`src/rtl/d_hazard_npc.sv`:
```
// Decode-stage hazard unit and next-PC logic: branch/jump redirect, Tuse/Tnew stall
// detection against shadow E/M state, and the D/E pipeline register. Optional MDU busy stall: MDU_STALL_EN.
module d_hazard_npc #(
  parameter int MULT_CYC = 5,
  parameter int DIV_CYC  = 10
) (
  input  logic        Clk,
  input  logic        Reset,
  input  logic [31:0] IRD,
  input  logic [31:0] PC4D,
  input  logic [31:0] RS_D,
  input  logic [31:0] RT_D,
  output logic [31:0] NPC,
  output logic [1:0]  PCsrc,
  output logic        Branch,
  output logic [31:0] RS_D_OUT,
  output logic        PauseF,
  output logic        PauseD,
  output logic [31:0] IRE,
  output logic [31:0] PC8E
);

  logic [5:0]  w_op, w_funct;
  logic [4:0]  w_rs, w_rt, w_rd;
  logic [15:0] w_imm;
  logic        w_rtype;
  logic        w_addu, w_subu, w_jr, w_ori, w_lui, w_lw, w_sw, w_beq, w_bne, w_j, w_jal;

  assign w_op    = IRD[31:26];
  assign w_rs    = IRD[25:21];
  assign w_rt    = IRD[20:16];
  assign w_rd    = IRD[15:11];
  assign w_funct = IRD[5:0];
  assign w_imm   = IRD[15:0];
  assign w_rtype = (w_op == 6'h00);

  assign w_addu = w_rtype && (w_funct == 6'h21);
  assign w_subu = w_rtype && (w_funct == 6'h23);
  assign w_jr   = w_rtype && (w_funct == 6'h08);
  assign w_ori  = (w_op == 6'h0d);
  assign w_lui  = (w_op == 6'h0f);
  assign w_lw   = (w_op == 6'h23);
  assign w_sw   = (w_op == 6'h2b);
  assign w_beq  = (w_op == 6'h04);
  assign w_bne  = (w_op == 6'h05);
  assign w_j    = (w_op == 6'h02);
  assign w_jal  = (w_op == 6'h03);

  logic w_mult, w_div, w_mf, w_mt, w_md_op, w_md_stall, w_unused;

`ifdef MDU_STALL_EN
  localparam int MDU_MAX = (MULT_CYC > DIV_CYC) ? MULT_CYC : DIV_CYC;
  localparam int CW      = $clog2(MDU_MAX + 1);

  logic [CW-1:0] r_md_cnt;
  logic          w_md_load;

  assign w_mult  = w_rtype && ((w_funct == 6'h18) || (w_funct == 6'h19));
  assign w_div   = w_rtype && ((w_funct == 6'h1a) || (w_funct == 6'h1b));
  assign w_mf    = w_rtype && ((w_funct == 6'h10) || (w_funct == 6'h12));
  assign w_mt    = w_rtype && ((w_funct == 6'h11) || (w_funct == 6'h13));
  assign w_md_op = w_mult || w_div || w_mf || w_mt;
  assign w_md_stall = w_md_op && (r_md_cnt != '0);
  assign w_unused   = ^IRD[10:6];
`else
  assign w_mult  = 1'b0;
  assign w_div   = 1'b0;
  assign w_mf    = 1'b0;
  assign w_mt    = 1'b0;
  assign w_md_op = 1'b0;
  assign w_md_stall = 1'b0;
  assign w_unused   = (^IRD[10:6]) ^ (MULT_CYC > DIV_CYC);
`endif

  // Source usage, Tuse, and the destination/Tnew this instruction carries into E
  logic       w_use_rs, w_use_rt;
  logic [1:0] w_tuse_rs, w_tuse_rt, w_tnew;
  logic [4:0] w_dst;

  always_comb begin
    w_use_rs  = 1'b0;
    w_use_rt  = 1'b0;
    w_tuse_rs = 2'd0;
    w_tuse_rt = 2'd0;
    w_dst     = 5'd0;
    w_tnew    = 2'd0;
    if (w_beq || w_bne) begin
      w_use_rs = 1'b1;
      w_use_rt = 1'b1;
    end else if (w_jr) begin
      w_use_rs = 1'b1;
    end else if (w_addu || w_subu) begin
      w_use_rs  = 1'b1;
      w_use_rt  = 1'b1;
      w_tuse_rs = 2'd1;
      w_tuse_rt = 2'd1;
      w_dst     = w_rd;
      w_tnew    = 2'd1;
    end else if (w_ori) begin
      w_use_rs  = 1'b1;
      w_tuse_rs = 2'd1;
      w_dst     = w_rt;
      w_tnew    = 2'd1;
    end else if (w_lui) begin
      w_dst  = w_rt;
      w_tnew = 2'd1;
    end else if (w_lw) begin
      w_use_rs  = 1'b1;
      w_tuse_rs = 2'd1;
      w_dst     = w_rt;
      w_tnew    = 2'd2;
    end else if (w_sw) begin
      w_use_rs  = 1'b1;
      w_use_rt  = 1'b1;
      w_tuse_rs = 2'd1;
      w_tuse_rt = 2'd2;
    end else if (w_jal) begin
      w_dst  = 5'd31;
      w_tnew = 2'd0;
    end else if (w_mult || w_div) begin
      w_use_rs  = 1'b1;
      w_use_rt  = 1'b1;
      w_tuse_rs = 2'd1;
      w_tuse_rt = 2'd1;
    end else if (w_mt) begin
      w_use_rs  = 1'b1;
      w_tuse_rs = 2'd1;
    end else if (w_mf) begin
      w_dst  = w_rd;
      w_tnew = 2'd1;
    end
  end

  logic [4:0] r_a3_e, r_a3_m;
  logic [1:0] r_tnew_e, r_tnew_m;
  logic       w_hz_rs, w_hz_rt, w_stall;

  // $0 never matches: a zero source or zero destination cannot create a hazard
  assign w_hz_rs = w_use_rs && (w_rs != 5'd0) &&
                   (((w_rs == r_a3_e) && (w_tuse_rs < r_tnew_e)) ||
                    ((w_rs == r_a3_m) && (w_tuse_rs < r_tnew_m)));
  assign w_hz_rt = w_use_rt && (w_rt != 5'd0) &&
                   (((w_rt == r_a3_e) && (w_tuse_rt < r_tnew_e)) ||
                    ((w_rt == r_a3_m) && (w_tuse_rt < r_tnew_m)));
  assign w_stall = (w_hz_rs || w_hz_rt || w_md_stall) && !Reset;

  assign PauseF   = w_stall;
  assign PauseD   = w_stall;
  assign RS_D_OUT = RS_D;

  logic w_taken;
  assign w_taken = (w_beq && (RS_D == RT_D)) || (w_bne && (RS_D != RT_D));

  always_comb begin
    NPC    = 32'd0;
    PCsrc  = 2'd0;
    Branch = 1'b0;
    if (w_beq || w_bne)
      NPC = PC4D + {{14{w_imm[15]}}, w_imm, 2'b00};
    else if (w_j || w_jal)
      NPC = {PC4D[31:28], IRD[25:0], 2'b00};
    if (!w_stall) begin
      if (w_taken) begin
        PCsrc  = 2'd1;
        Branch = 1'b1;
      end else if (w_j || w_jal) begin
        PCsrc = 2'd1;
      end else if (w_jr) begin
        PCsrc = 2'd2;
      end
    end
  end

  always_ff @(posedge Clk or posedge Reset) begin
    if (Reset) begin
      IRE      <= 32'd0;
      PC8E     <= 32'd0;
      r_a3_e   <= 5'd0;
      r_tnew_e <= 2'd0;
      r_a3_m   <= 5'd0;
      r_tnew_m <= 2'd0;
    end else begin
      if (w_stall) begin
        IRE      <= 32'd0;
        r_a3_e   <= 5'd0;
        r_tnew_e <= 2'd0;
      end else begin
        IRE      <= IRD;
        PC8E     <= PC4D + 32'd4;
        r_a3_e   <= w_dst;
        r_tnew_e <= w_tnew;
      end
      r_a3_m   <= r_a3_e;
      r_tnew_m <= (r_tnew_e == 2'd0) ? 2'd0 : r_tnew_e - 2'd1;
    end
  end

`ifdef MDU_STALL_EN
  assign w_md_load = !w_stall && (w_mult || w_div);

  always_ff @(posedge Clk or posedge Reset) begin
    if (Reset)
      r_md_cnt <= '0;
    else if (w_md_load)
      r_md_cnt <= w_mult ? CW'(MULT_CYC) : CW'(DIV_CYC);
    else if (r_md_cnt != '0)
      r_md_cnt <= r_md_cnt - CW'(1);
  end
`endif

endmodule

```
`config.mk`:
```
export PLATFORM = sky130hd
export DESIGN_NAME = d_hazard_npc
export DESIGN_NICKNAME = d
export VERILOG_FILES = /design/src/rtl/d_hazard_npc.sv
export SDC_FILE = /design/constraint.sdc
export NUM_CORES = 1
export LEC_CHECK = 0
export ABC_AREA = 1
export CAP_MARGIN = 20
export CORE_AREA = 8 8 142 144
export DETAILED_ROUTE_END_ITERATION = 10
export DIE_AREA = 0 0 150 152
export PLACE_DENSITY = 0.72
export SLEW_MARGIN = 5
export SYNTH_ARGS = -nofsm -noshare
export SYNTH_HDL_FRONTEND = slang
export SYNTH_SLANG_ARGS = --single-unit
```
`constraint.sdc`:
```
create_clock -name Clk -period 5 [get_ports Clk]
set_clock_uncertainty 0.2 [all_clocks]
set_input_delay 1 -clock Clk [delete_from_list [all_inputs] [get_ports Clk]]
set_output_delay 1 -clock Clk [all_outputs]
set_load 0.01 [all_outputs]
```
Yosys cells after proc, flatten, opt, wreduce, memory -nomap -nowiden
Index checks and enable logic that the tools add are counted.

Output and inout port bits: 133. Memories kept: 0. Logic and storage cells: 109. Bits in writable memories: 0. Latch bits: 0. Input port bits: 130. ROM bits: 0. Flip-flop bits (word level): 78.

Div/mod/pow operators: 0. Add/sub/neg operators: 3. $mul: 0. Reductions and logical operators: 26. Shifts and indexed selects: 0. Equality and inequality tests: 17. Mux-type cells: 53. $lt $le $gt $ge: 4. Bitwise gates (word level): 0.

Operator list (count): $mux W32 (3); $mux W5 (9); $mux W2 (21); $add A32 B3 Y32 const B (1); $add A32 B32 Y32 (1); $eq A32 B32 Y1 (1); $ne A32 B32 Y1 (1); $eq A6 B6 Y1 const B (4); $eq A5 B5 Y1 (4); $mux W1 (20); $eq A6 B4 Y1 const B (3); $logic_and A1 B1 Y1 (14); $eq A6 B2 Y1 const B (2); $eq A6 B3 Y1 const B (2); $reduce_bool A5 Y1 (2); $lt A2 B2 Y1 (4); $logic_or A1 B1 Y1 (7); $logic_not A6 Y1 (1); $logic_not A2 Y1 (1); $sub A2 B1 Y2 const B (1); $logic_not A1 Y1 (1).

Depth between registers and ports, before layout
Depth after elaboration: 15. Gate-level depth with buffers: 15. Mapped depth without buffers: 14.

Worst setup path after synthesis
OpenSTA, ideal clock, no wires.

Kind: input to register. From: input port Reset. To: register PC8E[10]. Data arrival time: 3.902 ns. Stages: 4. Slack: 0.819 ns. Setup time: 0.079 ns. Cell sequence: clkinv_1 > clkbuf_1 > nand3_1 > nand2_1.

Word-level cells in the longest chain between the ends: 2.

Ends and longest elaborated chain: start: declaration (RTL line 8) `input logic Reset,`; $logic_not A1 Y1 (no line); $logic_and A1 B1 Y1 (RTL line 145) `assign w_stall = (w_hz_rs || w_hz_rt || w_md_stall) && !Reset;`; end signal: assignment (RTL line 189) `PC8E <= PC4D + 32'd4;`; end: declaration (RTL line 20) `output logic [31:0] PC8E`.

Every way passes these cells. A chain may end at the register's enable or synchronous reset.

Worst setup path in the final report
From: input port IRD[15]. To: output port NPC[27].

Word-level cells in the longest chain between the ends: 2.

Ends and longest elaborated chain: start: declaration (RTL line 9) `input logic [31:0] IRD,`; $add A32 B32 Y32 (RTL line 159) `NPC = PC4D + {{14{w_imm[15]}}, w_imm, 2'b00};`; $mux W32 (RTL line 158) `if (w_beq || w_bne)`; end: declaration (RTL line 13) `output logic [31:0] NPC,`.

Every way passes these cells.

==> run_results.csv <==
group,metric,value,unit
cts,hold_buffers,0,
sta,max_freq,203,MHz
synth,yosysWarnings,0,
drt,wirelength,26.6,mm
floorplanning,die_x,150,um
sta,setup_viol,0,
cts,h-tree-depth,3,
setup_path,r2r-start,"r_a3_e[2]$_DFF_PP0_",
final_layout,stdcell_count,1572,
cts,clock-root-buffer,"clkbuf_16",
setup_path,required,3800,ps
setup_path,crit_type,"input pin to output port",
drt,drtIter0Drc,675,
synth,syn_nets,1225,
synth,syn_avg_cell_area,6.55,um^2
synth,ys_seq_elements,78,
final_layout,layout_commonest_cell,"nand2_1",
pwr,clockPowerShare,0.351,
hold_path,min_to,"r_a3_m[3]$_DFF_PP0_",
sta,period_minus_slack,4930,ps
setup_path,reg2reg_slack,2640,ps
global_routing,grt_first_pass_wirelength,41.3,mm
final_layout,area_growth,47.2,%
global_routing,grt_antenna_before_repair,0,
setup_path,cp_data_arrival_time,3730,ps
setup_path,critPathLaunchType,"input pin",
floorplanning,io_pins,263,
final_layout,final_cell_mix,"nand2_1 (298), clkdlybuf4s50_1 (257), nor2_1 (126), inv_1 (118), nand3_1 (81)",
setup_path,r2r-end,"IRE[11]$_DFF_PP0_",
setup_path,endpoint_kind,"output port",
global_routing,grt_start_max_net_pins,76,
synth,syn_inst,1064,
setup_path,slowest_delay,550,ps
final_layout,nFillCells,1737,
sta,hold_viol,0,
synth,synth_ff_type,"dfrtp_1",
global_routing,overflow,0,
drt,wire_per_inst,16.9,um
synth,synth_cell_types,39,
pwr,power_density,202,nW/um^2
synth,async_flop_share,1.00,
drt,via_count,7771,
setup_path,reg2reg_depth,12,
synth,yosysTopAreaCellShare,0.280,
synth,synth_top_area_cell,"dfrtp_1",
place,place.gp.congestion,0.977,
pwr,switching_power,0.642,mW
job,drv_cap,0,
setup_path,cpMaxStageDelayCell,"clkdlybuf4s50_1",
sta,period_share,0.986,
final_layout,finalNetCount,1500,
place,hpwlAfterDp,22.4,mm
synth,seq_area_frac_synth,0.280,
place,dp_cells,1557,
global_routing,grt_usage,0.230,
setup_path,crit_fanout,17,
cts,cts_tree,"built",
global_routing,grt_pass1_vias,7501,
floorplanning,die_y,152,um
cts,path_clk_slew,60,ps
pwr,seqPwrFrac,0.326,
cts,clock_path_buffers,2,
place,portBuffers,262,
cts,cts_setup_buffers,0,
floorplanning,core,17800,um^2
cts,cts.sinks,78,
pwr,total_leakage_power,4.93,nW
hold_path,hold_depth,0,
final_layout,drive_above_1_share,0.0841,
synth,synth-edff-count,0,
pwr,ir_drop,0.159,mV
sta,slew_headroom,0.445,
outcome,outcome,"finished, final reports clean",
sta,fin_hold_ws,240,ps
synth,syn-cell-area,6970,um^2
setup_path,crit_chain,"clkdlybuf4s50_1, buf_12, ha_1, nand2_1, inv_1, nand2_1, nor3_1, nand3_1, nand3_1, nand3_1, nand2_1, clkdlybuf4s50_1",
cts,clock_latency,350,ps
drt,detail-route-antenna-nets,0,
floorplanning,start_util,0.392,
drt,route.detailed.drc,0,
sta,rsz0062_at_grt,"true",
sta,worstMarginPinSlew,832,ps
pwr,sw_frac_of_total,0.309,
sta,drv_slew,0,
drt,first_pass_iters,5,
pwr,comb_power_share,0.323,
pwr,power,2.08,mW
final_layout,seqCellArea,1950,um^2
floorplanning,die-area,22800,um^2
cts,cts_made_buffers,9,
hold_path,hold_start,"r_a3_e[3]$_DFF_PP0_",
hold_path,min_path_type,"flop to flop",
pwr,p_int,1.44,mW
synth,synth_top_cells_by_area,"dfrtp_1 (28%), nand2_1 (16%), nor2_1 (6.9%)",
floorplanning,rows,49,
final_layout,multi_input_area,4190,um^2
drt,viasPerCell,4.94,
final_layout,antenna_cells,0,
state kept, by name (all words and copies together) (netlist names):
register  count
r_tnew_e      2
r_a3_e        5
r_a3_m        5
r_tnew_m      2
IRE          32
PC8E         32
power groups by stage:
stage | Sequential [mW] | Clock, mW | Combinational (mW)
after floorplan | 0.701 | 0 | 0.308
after global placement | 0.687 | 0 | 0.661
after detailed placement | 0.688 | 0 | 0.665
after CTS | 0.677 | 0.740 | 0.669
after global routing | 0.680 | 0.767 | 0.735
final | 0.676 | 0.730 | 0.671
cells in the mapped netlist, types with 2 or more instances:
library cell,count
ha_1,30
xor2_1,26
inv_1,118
nor2_2,21
or2_2,5
nor4_1,6
nand2_2,4
o21ai_0,46
nand3b_1,6
a21oi_1,50
xnor2_1,36
clkbuf_1,10
dfrtp_1,78
a21o_1,3
nand4_1,16
nand2_4,3
o22ai_1,12
buf_8,2
o21bai_1,3
buf_6,4
o21ai_1,2
nor2_1,128
nand2_1,298
nand3_1,81
nand3_2,2
a21boi_0,3
nor3_1,24
buf_4,36
layout make-up:
cell class | instances | share of cell area
tap | 229 | 0.0279
clock inverter | 5 | 0.00804
sequential | 78 | 0.190
timing repair buffer | 317 | 0.298
multi-input combinational | 812 | 0.408
inverter | 121 | 0.0447
clock buffer | 10 | 0.0233
repair_timing:
item,in CTS,in global routing
endpoints found under the hold margin,0,0
setup endpoints to repair,0,16
resized for setup,0,11
kinds of logic (layout without fill, tap and decap cells):
logic type,after synthesis,in the layout,share of synthesized area
AOI/OAI and AO/OA,121,121,0.0931
DFF,78,78,0.280
buffers and inverters,174,453,0.121
and+or+nand+nor,598,598,0.371
adders and majority gates,31,31,0.0567
xor gates and xnor gates,62,62,0.0779
how the worst max path moves through the flow:
stage | from | end | slack (ps)
6_report | IRD[15] | NPC[27] | 70
2_1_floorplan | Reset | IRE[0]$_DFF_PP0_ | 490
4_1_cts | IRD[0] | NPC[30] | 30
5_1_grt | IRD[15] | NPC[27] | -70
3_3_place_gp | IRD[0] | NPC[30] | 60
3_5_place_dp | PC4D[3] | NPC[27] | 60
metrics by stage:
stage / setup slack (ps) / instance area (um^2) / TNS [ps] / utilization
floorplan: 489 / 6970 / 0 / -
global placement: 64.9 / 9920 / 0 / 0.558
detailed placement: 57.4 / 9920 / 0 / 0.558
CTS: 26.1 / 10200 / 0 / 0.576
global route: -70.2 / 10300 / -137 / 0.577
finish: 68.8 / 10300 / 0 / 0.577
worst max-delay path: cells and delay by family:
kind	cells	cell delay, ps
fa+ha+maj	1	370
buf+inv	4	1230
simple gates	7	1130
metal layers:
layer | track usage | vias to the layer above | wire [um]
li1 | - | 3935 | -
met1 | 0.313 | 3550 | 11900
met2 | 0.373 | 260 | 12500
met3 | 0.0374 | 26 | 1790
met4 | 0.0538 | 0 | 361
met5 | 0 | - | 0
(Power assumes the default switching activity.)
==> variant 1: new RTL, same settings <==
Register the input `PC4D` before use, cleared by the reset. The logic sees it one clock later. The other inputs are not delayed to match.
--- a/src/rtl/d_hazard_npc.sv
+++ b/src/rtl/d_hazard_npc.sv
@@ -21,4 +21,14 @@
 );
 
+  logic [31:0] PC4D_q;
+
+  always_ff @(posedge Clk or posedge Reset) begin
+    if (Reset) begin
+      PC4D_q <= '0;
+    end else begin
+      PC4D_q <= PC4D;
+    end
+  end
+
   logic [5:0]  w_op, w_funct;
   logic [4:0]  w_rs, w_rt, w_rd;
@@ -157,7 +167,7 @@
     Branch = 1'b0;
     if (w_beq || w_bne)
-      NPC = PC4D + {{14{w_imm[15]}}, w_imm, 2'b00};
+      NPC = PC4D_q + {{14{w_imm[15]}}, w_imm, 2'b00};
     else if (w_j || w_jal)
-      NPC = {PC4D[31:28], IRD[25:0], 2'b00};
+      NPC = {PC4D_q[31:28], IRD[25:0], 2'b00};
     if (!w_stall) begin
       if (w_taken) begin
@@ -187,5 +197,5 @@
       end else begin
         IRE      <= IRD;
-        PC8E     <= PC4D + 32'd4;
+        PC8E     <= PC4D_q + 32'd4;
         r_a3_e   <= w_dst;
         r_tnew_e <= w_tnew;
Formal check against the unedited RTL: not equivalent (a bounded check fails within 4 cycles, from zero or initial values and one cycle with Reset high).
==> variant 1 against the unedited design <==
- cell area grew 7.8%
- global-route usage up 1.3 points
- routed wire length increased by 5.8%
- synthesized cell count up 1.8%
- combinational power fell by 1%
- register-to-register slack got worse by 0.48 ns
- sequential cell count up 32
- worst setup slack improved by 0.032 ns
- power up 15%
- critical path depth grew 1
- synthesized area is 12% higher
- sequential share of layout area grew 5.9 points
- critical path type unchanged
- critical endpoint is now NPC[19]
- highest routed layer unchanged
==> variant 1: results (changes against the unedited design) <==
outcome:
  outcome: "finished clean"
min_path:
  min_path_type: "reg2reg"
synthesis:
  synth_top_cells_by_count: "296 x nand2_1, 110 x dfrtp_1, 106 x inv_1, 105 x nor2_1, 80 x nand3_1"
  yosysSeqAreaShare_pct: 35.1  # +7.1 points
  netlist-cell-type-count: 43  # +10%
  ys_async_sr_fraction_pct: 100  # unchanged
  ys.flop_type: "dfrtp_1"
  synth.area.top_cells: "dfrtp_1 35%, nand2_1 14%, xnor2_1 5.3%, nand3_1 5.1%, inv_1 5.1%"
  ys_warn_count: 0  # unchanged
  synth_fp_nets: 1244  # +1.6%
layout:
  nNetsFinal: 1510  # +0.67%
  drive_gt1_share_pct: 9.39  # +0.97 points
  diodes: 0  # unchanged
  reg_top3: "IRE: 32 flops, PC4D_q: 32 flops, PC8E: 32 flops"
power_and_ir_drop:
  p_leak_nw: 5.16  # +4.6%
  peakVddDrop_mv: 0.219  # +38%
placed_design:
  port_buffers: 262  # unchanged
  hpwl_um: 23700  # +6.2%
  pre_cts_ws_ns: -0.0234  # -0.0808 ns
  globalplace.congestion: 0.933  # -4.5%
global_routing:
  grt_first_pass_wirelength_um: 43600  # +5.5%
  grt_max_degree: 82  # +7.9%
  grtUsageTotal_pct: 24.3  # +1.3 points
  grt_pass1_vias: 7890  # +5.2%
  antenna_found_initial: 0  # unchanged
detailed_routing:
  vias: 8063  # +3.8%
  drt-total-wl_um: 28100  # +5.8%
  first_pass_iters: 5  # unchanged
  drt_first_iter_violations: 516  # -24%
clock_network:
  clk_pin_slew_worst_paths_ns: 0.08  # +0.02 ns
  clock_latency_ns: 0.36
  root_buffer: "clkbuf_16"
  htreeDepth: 3  # unchanged
  post_cts_buffers: 0  # unchanged
  clk_path_buf_depth: 2  # unchanged
  tritoncts.num_buffers: 9  # unchanged
setup_path:
  crit_path_max_fanout: 12  # -5
  crit_slowest_cell: "clkdlybuf4s50_1"
  critPathMaxStageDelay_ns: 0.60  # +0.05 ns
  crit_arrival_ns: 3.70  # -0.03 ns
timing:
  relSlewSlack_pct: 42.5  # -2.0 points
==> variant 1: power by group <==
group          total, mW  internal (mW)  switching [mW]
clock network      0.759          0.396           0.363
logic              0.663          0.322           0.341
registers          0.965          0.932          0.0333
total               2.39           1.65           0.737
==> variant 1: logic make-up (layout without fill, tap and decap cells) <==
family	Yosys count	after routing	share of synthesized area [%]
XOR/XNOR	71	71	7.93
AND/OR/NAND/NOR	587	587	33.2
flip-flops	110	110	35.1
AO/OA/AOI/OAI	118	118	8.04
buffers and inverters	166	436	10.7
adder cells (fa/ha/maj)	31	31	5.04
==> variant 1: area by class of cell <==
type                    count  area, µm²
multi-input cells         807       4300
fillers                  1628       6710
inverters                 114        438
flip-flops and latches    110       2750
well taps                 229        287
clock buffers               9        225
clock inverters             6       81.3
repair buffers            307       2980
==> variant 1: critical path: cells and delay by family <==
family | cells | cell delay (ns)
buffers and inverters | 5 | 1.45
and+or+nand+nor | 6 | 0.69
adders and majority gates | 1 | 0.33
AOI/OAI and AO/OA | 1 | 0.23
==> variant 1: final timing paths <==
check                           startpoint        end  slack (ns)  cells past startpoint
worst max register to register   PC4D_q[2]   PC8E[28]        2.16                      8
worst min register to register   r_a3_e[2]  r_a3_m[2]        0.24                      0
worst max-delay path               IRD[15]    NPC[19]        0.10                     13
worst min-delay path             r_a3_e[2]  r_a3_m[2]        0.24                      0
max in group asynchronous            Reset    IRE[14]        2.12                      4
min in group asynchronous            Reset   PC8E[13]        1.15                      3
==> variant 1: metrics by stage <==
step / cell area (µm²) / util (%) / setup TNS (ns) / hold WS, ns / std cells
floorplan: 7840 / - / 0 / 0.189 / 1083
global placement: 10700 / 60.2 / 0 / 0.218 / 1567
detailed placement: 10700 / 60.2 / -0.0511 / 0.223 / 1567
CTS: 11000 / 61.9 / 0 / 0.227 / 1582
global route: 11100 / 62.2 / 0 / 0.244 / 1582
finish: 11100 / 62.2 / 0 / 0.238 / 1582
==> variant 1: repair_timing <==
action | in CTS | in global routing
setup endpoints to repair | 4 | 15
pin swaps | 0 | 1
resized for setup | 1 | 19
==> variant 1: metal layers <==
metal,part of all wire (%),wire length [µm],global-route usage [%]
met5,0,0,0
met4,2.0,573,7.48
met3,8.4,2360,4.90
met2,47,13100,38.7
met1,43,12100,32.3
==> variant 2: new RTL, config.mk and constraints unchanged <==
Made on the original files. Build with the macro `MDU_STALL_EN` defined.
--- a/src/rtl/d_hazard_npc.sv
+++ b/src/rtl/d_hazard_npc.sv
@@ -1,4 +1,6 @@
 // Decode-stage hazard unit and next-PC logic: branch/jump redirect, Tuse/Tnew stall
 // detection against shadow E/M state, and the D/E pipeline register. Optional MDU busy stall: MDU_STALL_EN.
+`define MDU_STALL_EN
+
 module d_hazard_npc #(
   parameter int MULT_CYC = 5,
Function: changed (a bounded check fails within 4 cycles, from zero or initial values and one cycle with Reset high).
==> variant 2 against the unedited design <==
- fmax fell by 0.30%
- sequential power is 8.9% higher
- sequential cell count increased by 4
- routed wire length about the same
- cell count down 2.4%
- power increased by 4.4%
- synthesized area is 2.3% lower
- worst setup slack worse by 0.015 ns
- non-clock buffer count rose by 40
- cell area up 3.0%
- combinational power increased by 20%
- global-route usage is 0.052 points lower
==> variant 2: results (changes against the unedited design) <==
detailed_routing:
  drt-total-wl_um: 26600  # about the same
  viasPerCell: 5.03  # +1.8%
  first_pass_iters: 5  # unchanged
  drt_first_iter_violations: 640  # -5.2%
clock_network:
  clk_pin_slew_worst_paths_ns: 0.06  # about the same
  htreeDepth: 3  # unchanged
  root_buffer: "clkbuf_16"
  post_cts_buffers: 0  # unchanged
  clk_path_buf_depth: 2  # unchanged
  clock_latency_ns: 0.35  # about the same
setup_path:
  rrSetupSlack_ns: 2.47  # -0.17 ns
  r2r-end: "PC8E[11]"
  r2r-start: "r_tnew_e[1]"
  r2r_cells: 15  # +3
  crit_path_max_fanout: 6  # -11
  crit_arrival_ns: 3.75  # +0.02 ns
layout:
  drive_gt1_share_pct: 13.2  # +4.8 points
  diodes: 0  # unchanged
  fillers: 1689  # -2.8%
  reg_top3: "IRE: 32 flops, PC8E: 32 flops"
  layout.cells.non_filler: 1535  # -2.4%
synthesis:
  yosysSeqAreaShare_pct: 30.1  # +2.1 points
  netlist-cell-type-count: 47  # +21%
  synth_cells: 983  # -7.6%
  synth.area.top_cells: "dfrtp_1 30%, nand2_1 12%, nor2_1 7.2%, inv_1 6.2%, ha_1 6.1%"
  synth_fp_nets: 1147  # -6.4%
  ys_warn_count: 0  # unchanged
  synth_top_cells_by_count: "209 x nand2_1, 131 x nor2_1, 112 x inv_1, 82 x dfrtp_1, 71 x o21ai_0"
  ys_async_sr_fraction_pct: 100  # unchanged
min_path:
  holdPathStages: 0  # unchanged
  hold_path_end: "r_a3_m[4]"
  hp-start: "r_a3_e[4]"
power_and_ir_drop:
  peakVddDrop_mv: 0.163  # +2.3%
  p_leak_nw: 5.11  # +3.7%
  p_clk_share_pct: 28.9  # -6.2 points
  seqPwrFrac_pct: 34.0  # +1.4 points
  p_int_mw: 1.46  # +1.4%
placed_design:
  hpwl_um: 21900  # -2.0%
  dp.cells: 1519  # -2.4%
  port_buffers: 262  # unchanged
  pre_cts_ws_ns: -0.160  # -0.218 ns
  globalplace.congestion: 0.933  # -4.5%
global_routing:
  grt_pass1_vias: 7511  # +0.13%
  grtUsageTotal_pct: 23.0  # -0.052 points
  grt_max_degree: 47  # -38%
  grt_first_pass_wirelength_um: 41600  # +0.57%
  antenna_found_initial: 0  # unchanged
timing:
  post-route-period-util_pct: 98.9  # +0.29 points
  worst_pin_slew_ns: 0.603  # -0.228 ns
outcome:
  outcome: "finished clean"
-- variant 2: cell count changes after synthesis, sizes merged, moves of 5 or more --
| cell | delta |
|---|---|
| a21o | +6 |
| nand4 | +6 |
| or2 | +8 |
| a221oi | +5 |
| xor2 | +12 |
| nand2 | -93 |
| xnor2 | -18 |
| nand3 | -32 |
| o21ai | +38 |
| nor2 | -16 |
| a21oi | -5 |
| clkbuf | -5 |
-- variant 2: what timing repair did --
action                                  CTS  global route
pin swaps                                 0             2
endpoints found under the setup margin    9            23
resized for setup                        13            55
-- variant 2: cell families (layout without fill, tap and decap cells) --
family	Yosys count	count (layout)	share of synthesized area, %
compound gates	176	176	14.8
fa+ha+maj	34	34	6.36
xor+xnor	56	56	7.20
flops	82	82	30.1
buf+inv	166	489	11.7
simple gates	469	469	29.8
-- variant 2: how the worst max path moves through the flow --
stage / to / cells after the start / from
5_1_grt: NPC[18] / 13 / IRD[7]
4_1_cts: NPC[23] / 12 / IRD[11]
3_5_place_dp: NPC[23] / 12 / IRD[11]
3_3_place_gp: NPC[23] / 12 / IRD[11]
2_1_floorplan: PauseF / 6 / Reset
6_report: NPC[18] / 13 / IRD[7]
-- variant 2: through the flow --
stage | util (%) | hold WS [ns] | power (mW) | instance area (µm²) | TNS [ns]
floorplan | - | 0.194 | 1.12 | 6810 | 0
global placement | 56.7 | 0.242 | 1.50 | 10100 | -0.393
detailed placement | 56.7 | 0.239 | 1.51 | 10100 | -0.605
CTS | 58.3 | 0.256 | 2.16 | 10400 | -0.0211
global route | 59.5 | 0.269 | 2.30 | 10600 | -0.139
finish | 59.5 | 0.261 | 2.17 | 10600 | 0
-- variant 2: layer usage --
| metal | vias to the layer above | part of all wire, % | global-route usage, % |
|---|---|---|---|
| met3 | 37 | 5.4 | 4.13 |
| met4 | 0 | 1.8 | 6.00 |
| met2 | 243 | 48 | 37.2 |
| li1 | 3848 | - | - |
| met1 | 3600 | 45 | 30.7 |
| met5 | - | 0 | 0 |
-- variant 2: cell type report --
class                   instances  area [µm²]  area share, %
well taps                     229         287           2.71
flip-flops and latches         82        2050           19.4
multi-input cells             735        4130           39.1
inverters                     116         438           4.14
repair buffers                357        3390           32.0
clock buffers                  12         246           2.33
clock inverters                 4        27.5          0.260
-- variant 2: worst max-delay path, cell delays in order --
cell	delay, ns
clkdlybuf4s50_1	0.44
ha_1	0.39
nand2_1	0.19
nor2_1	0.08
o21ai_0	0.17
nand2_1	0.12
a21oi_2	0.20
buf_4	0.15
o21ai_0	0.09
a21oi_1	0.14
o21ai_0	0.11
o21ai_0	0.08
clkdlybuf4s50_1	0.58
